==> config.mk <==
export PLATFORM = sky130hd
export DESIGN_NAME = updn_counter_multi
export DESIGN_NICKNAME = d
export VERILOG_FILES = /design/src/rtl/updn_counter_pkg.sv /design/src/rtl/updn_counter_ch.sv /design/src/rtl/updn_counter_multi.sv
export SDC_FILE = /design/constraint.sdc
export NUM_CORES = 1
export LEC_CHECK = 0
export CAP_MARGIN = 20
export CORE_AREA = 8 8 96 98
export CTS_BUF_LIST = sky130_fd_sc_hd__clkbuf_8
export DETAILED_ROUTE_END_ITERATION = 7
export DIE_AREA = 0 0 104 106
export MAX_ROUTING_LAYER = met4
export PLACE_DENSITY = 0.87
export SYNTH_ARGS = -nofsm -noshare
export SYNTH_HDL_FRONTEND = slang
export SYNTH_SLANG_ARGS = --single-unit
==> constraint.sdc <==
create_clock -name clk -period 2.2 [get_ports clk]
set_input_delay 0.33 -clock clk [delete_from_list [all_inputs] [get_ports clk]]
set_output_delay 0.33 -clock clk [all_outputs]
set_load 0.005 [all_outputs]
==> src/rtl/updn_counter_pkg.sv <==
// Shared definitions for the multi-channel up/down counter.
package updn_counter_pkg;

  // Overflow/underflow handling modes.
  localparam int CNT_MODE_WRAP = 0;
  localparam int CNT_MODE_SAT  = 1;

  // Width of the signed intermediate used for count +/- step.
  // Two extra bits cover the sign and a carry of up to 2^WIDTH-1 + 2^WIDTH-1.
  function automatic int delta_width(input int width);
    return width + 2;
  endfunction

endpackage

==> src/rtl/updn_counter_ch.sv <==
// One counter channel: count register, net-delta arithmetic,
// wrap/saturate select and the ovf/unf pulse registers.
module updn_counter_ch
  import updn_counter_pkg::*;
#(
  parameter int WIDTH    = 8,
  parameter int INC_SIZE = 1,
  parameter int DEC_SIZE = 1,
  parameter int SATURATE = CNT_MODE_WRAP
) (
  input  logic             clk,
  input  logic             rst,
  input  logic             inc,
  input  logic             dec,
  input  logic             load,
  input  logic [WIDTH-1:0] load_val,
  output logic [WIDTH-1:0] count,
  output logic             ovf,
  output logic             unf,
  output logic             zero
);

  localparam int DW = delta_width(WIDTH);
  localparam logic signed [DW-1:0] INC_S = DW'(INC_SIZE);
  localparam logic signed [DW-1:0] DEC_S = DW'(DEC_SIZE);
  localparam logic signed [DW-1:0] MAX_S = DW'((longint'(1) << WIDTH) - 1);
  localparam bit SAT_MODE = (SATURATE == CNT_MODE_SAT);

  if (WIDTH < 2) begin : g_bad_width
    $error("updn_counter_ch: WIDTH must be >= 2");
  end
  if (INC_SIZE < 0 || longint'(INC_SIZE) >= (longint'(1) << WIDTH)) begin : g_bad_inc
    $error("updn_counter_ch: INC_SIZE must lie in 0 .. 2^WIDTH-1");
  end
  if (DEC_SIZE < 0 || longint'(DEC_SIZE) >= (longint'(1) << WIDTH)) begin : g_bad_dec
    $error("updn_counter_ch: DEC_SIZE must lie in 0 .. 2^WIDTH-1");
  end
  if (SATURATE != CNT_MODE_WRAP && SATURATE != CNT_MODE_SAT) begin : g_bad_mode
    $error("updn_counter_ch: SATURATE must be CNT_MODE_WRAP or CNT_MODE_SAT");
  end

  logic [WIDTH-1:0]        count_q, count_d;
  logic                    ovf_q, ovf_d;
  logic                    unf_q, unf_d;
  logic signed [DW-1:0]    next_s;
  logic                    above_max;
  logic                    below_zero;

  // Untruncated signed sum of the current count and the requested steps.
  always_comb begin
    next_s = $signed({2'b00, count_q});
    if (inc) next_s = next_s + INC_S;
    if (dec) next_s = next_s - DEC_S;
  end

  assign above_max  = (next_s > MAX_S);
  assign below_zero = next_s[DW-1];

  // Next count and flags; load wins over any step request.
  always_comb begin
    count_d = count_q;
    ovf_d   = 1'b0;
    unf_d   = 1'b0;
    if (load) begin
      count_d = load_val;
    end else if (above_max) begin
      ovf_d   = 1'b1;
      count_d = SAT_MODE ? {WIDTH{1'b1}} : next_s[WIDTH-1:0];
    end else if (below_zero) begin
      unf_d   = 1'b1;
      count_d = SAT_MODE ? {WIDTH{1'b0}} : next_s[WIDTH-1:0];
    end else begin
      count_d = next_s[WIDTH-1:0];
    end
  end

  // State register; reset discards whatever update was computed this cycle.
  always_ff @(posedge clk) begin
    if (rst) begin
      count_q <= '0;
      ovf_q   <= 1'b0;
      unf_q   <= 1'b0;
    end else begin
      count_q <= count_d;
      ovf_q   <= ovf_d;
      unf_q   <= unf_d;
    end
  end

  assign count = count_q;
  assign ovf   = ovf_q;
  assign unf   = unf_q;
  assign zero  = (count_q == '0);

endmodule

==> src/rtl/updn_counter_multi.sv <==
// NUM_CH independent up/down counters; this level only packs/unpacks ports.
module updn_counter_multi
  import updn_counter_pkg::*;
#(
  parameter int WIDTH    = 8,
  parameter int NUM_CH   = 4,
  parameter int INC_SIZE = 1,
  parameter int DEC_SIZE = 1,
  parameter int SATURATE = CNT_MODE_WRAP
) (
  input  logic                    clk,
  input  logic                    rst,
  input  logic [NUM_CH-1:0]       inc,
  input  logic [NUM_CH-1:0]       dec,
  input  logic [NUM_CH-1:0]       load,
  input  logic [NUM_CH*WIDTH-1:0] load_val,
  output logic [NUM_CH*WIDTH-1:0] count,
  output logic [NUM_CH-1:0]       ovf,
  output logic [NUM_CH-1:0]       unf,
  output logic [NUM_CH-1:0]       zero
);

  if (NUM_CH < 1) begin : g_bad_num_ch
    $error("updn_counter_multi: NUM_CH must be >= 1");
  end

  // One channel instance per counter, sliced out of the packed buses.
  for (genvar i = 0; i < NUM_CH; i++) begin : g_ch
    updn_counter_ch #(
      .WIDTH    (WIDTH),
      .INC_SIZE (INC_SIZE),
      .DEC_SIZE (DEC_SIZE),
      .SATURATE (SATURATE)
    ) u_ch (
      .clk      (clk),
      .rst      (rst),
      .inc      (inc[i]),
      .dec      (dec[i]),
      .load     (load[i]),
      .load_val (load_val[i*WIDTH +: WIDTH]),
      .count    (count[i*WIDTH +: WIDTH]),
      .ovf      (ovf[i]),
      .unf      (unf[i]),
      .zero     (zero[i])
    );
  end

endmodule

==> impl_metrics.tcl <==
set metrics [dict create \
    status "complete, no violations" \
    antenna_found_initial 0 \
    drv_cap 0 \
    worstHoldPathType "reg2reg" \
    syn-num-nets 482 \
    cp_top_family "simple AND/OR/NAND/NOR gates" \
    cts_root_buf "clkbuf_8" \
    cts_tree "built" \
    drt-total-wl_um 10400 \
    synthDistinctLibCells 67 \
    finalCoreUtilization_pct 62.8 \
    fp.dieW_um 104 \
    worst_pin_slew_ns 0.485 \
    syn-cell-area_um2 3330 \
    grt_max_degree 23 \
    hpwl_um 8120 \
    rr_worst_depth 8 \
    ant_nets 0 \
    port_buffers 89 \
    worstSetupStartpointType "input port" \
    cts_buffers 5 \
    ys_warn_count 0 \
    synthCells 423 \
    slew_viol_final 0 \
    synth_seq_cells 40 \
    grt_usage_pct 18.7 \
    slew_headroom_pct 67.6 \
    power_density_nw_per_um2 496 \
    cp.required_ns 2.42 \
    crit_buf_inv 2 \
    drive_gt1_share_pct 22.0 \
    slowest_stage "clkdlybuf4s50_1" \
    slowest_delay_ns 0.54 \
    dieArea_um2 11000 \
    crit_arrival_ns 2.36 \
    grt_pass1_vias 3694 \
    rows 33 \
    crit_cells 7 \
    placed_area_um2 4710 \
    fmax_mhz 468 \
    syn_avg_cell_area_um2 7.87 \
    yosysSeqAreaShare_pct 24.0 \
    crit_path_end_kind "flop" \
    holdPathStages 2 \
    ios 90 \
    num_vias 3622 \
    power.leakage_uw 0.00197 \
    area_delta_synth_final_pct 47.9 \
    drtIter0Drc 112 \
    period_share_pct 97.2 \
    ys.flop_type "dfxtp_1" \
    critPathKind "in2reg" \
    nets 618 \
    skew_ns 0.0102 \
    clk_latency_ns 0.30 \
    fin_crit_ns 2.14 \
    core_um2 7850 \
    dr.pass1.iters 4 \
    finalWeightedCongestion 0.932 \
    synth-async-reset-ratio_pct 0 \
    critPathMaxFanout 6 \
    start_util_pct 42.5 \
    wl_per_cell_um 15.7 \
    die_y_um 106 \
    route.detailed.drc 0 \
    grt_overflow 0 \
    ir_worst_vdd_uv 330 \
    clock_sinks 40 \
    num_antenna_cells 0 \
    vias_per_cell 5.45 \
    clk_pin_slew_ns 0.08 \
    clockBufferDepth 2 \
    fin_area_um2 4930 \
    setup_viol 0 \
    synth_edf_count 0 \
    path_cells "clkdlybuf4s50_1, buf_4, nand4_4, and2_4, o31ai_4, or4b_1, a211oi_2" \
    grt_pass1_wl_um 17200 \
    final_hold_viol_count 0 \
    cts_htree_levels 2 \
    fillCellCount 692 \
]
[worst min-delay path, delay by kind of cell, from the launching register on]
family,cells,cell delay [ns]
AO/OA/AOI/OAI,1,0.05
flip-flops,1,0.37
AND/OR/NAND/NOR,1,0.09
[cell usage in the layout, fill, tap and decap left out, types with 3 or more instances in the layout]
cell              n
o21ai_0           9
mux2i_1          19
nor4_1            8
nor3_2            3
clkdlybuf4s50_1  88
a211oi_1          3
nand2_1          28
ha_1              9
o21a_1            3
and3_1            7
mux2i_2           4
o211ai_1          6
a21oi_1          18
xnor2_1          23
nor3_1           15
or3_1             7
o22ai_1           6
buf_4            80
xor2_1           13
nand3_1          15
ha_2              3
and3b_1           4
clkbuf_8          6
inv_1            14
or4_1             3
nor2_1           45
o21ai_1           3
o2111ai_1         3
a211o_1           6
dfxtp_1          36
nand4_1           7
a31oi_1           3
nand2_2           3
[routing by layer]
layer  vias up  global-route usage, %  share of wire (%)
met5         -                      -                  0
met4         0                   6.20                2.1
met3        22                   3.39                4.1
met2       112                   33.9                 52
met1      1696                   20.3                 42
li1       1792                      -                  -
[per-stage QoR]
step                setup WS (ns)  TNS (ns)  power [uW]  hold WS, ns  instances
finish                     0.0611         0        2440        0.555        665
detailed placement         -0.235     -2.67        1880        0.544        654
CTS                       0.00289         0        2400        0.555        663
global route              -0.0310   -0.0419        2610        0.582        665
global placement           -0.123     -1.27        1840        0.519        654
floorplan                  0.0225         0        1400        0.466        423
[cell type report]
type,count,area (um^2),area share (%)
Clock buffer,6,82.6,1.68
Clock inverter,2,7.51,0.152
Inverter,14,52.6,1.07
Multi-Input combinational cell,329,2350,47.7
Sequential cell,40,811,16.5
Tap cell,105,131,2.67
Timing Repair Buffer,169,1490,30.3
[cell families after synthesis]
family	share of synthesized area, %
fa+ha+maj	4.88
xor+xnor	9.73
compound gates	18.3
simple gates	27.9
flops	24.0
mux	6.91
buf+inv	8.19
[final timing paths]
path                                    startpoint                           to  slack, ns
setup / recovery                            inc[3]  g_ch[3].u_ch.ovf$_SDFF_PP0_       0.06
hold / removal    g_ch[0].u_ch.count[6]$_SDFF_PP0_  g_ch[0].u_ch.ovf$_SDFF_PP0_       0.55
setup reg to reg  g_ch[3].u_ch.count[0]$_SDFF_PP0_  g_ch[3].u_ch.ovf$_SDFF_PP0_       0.07
hold reg to reg   g_ch[0].u_ch.count[6]$_SDFF_PP0_  g_ch[0].u_ch.ovf$_SDFF_PP0_       0.55
[power breakdown]
group	switching, uW	internal, uW
sequential	106	785
clock	264	247
combinational	444	598
[timing repair]
action | 4_1_cts | 5_1_grt
buffers inserted | 1 | 2
endpoints found under the hold margin | 0 | 0
hold buffers | 0 | 0
pin swaps | 0 | 3
cloned | 0 | 0
gates resized for setup | 1 | 26
endpoints found under the setup margin | 2 | 18
[synthesized netlist by cell type (10+ instances only)]
cell type  instances  area (um^2)
nor3_1            16         80.1
nand2_1           30          113
o21ai_0           10         50.1
xor2_1            13          114
inv_1             12         45.0
clkbuf_1          14         52.6
xnor2_1           24          210
ha_1              13          163
dfxtp_1           40          801
nand3_1           15         75.1
mux2i_1           23          230
buf_4             12         90.1
a21oi_1           18         90.1
nor2_1            46          173
[flip-flops by register name (all words and copies together) (netlist names)]
signal	cells
g_ch.u_ch.count	32
g_ch.u_ch.unf	4
g_ch.u_ch.ovf	4
Note: power is estimated with default switching activity, not from simulation.
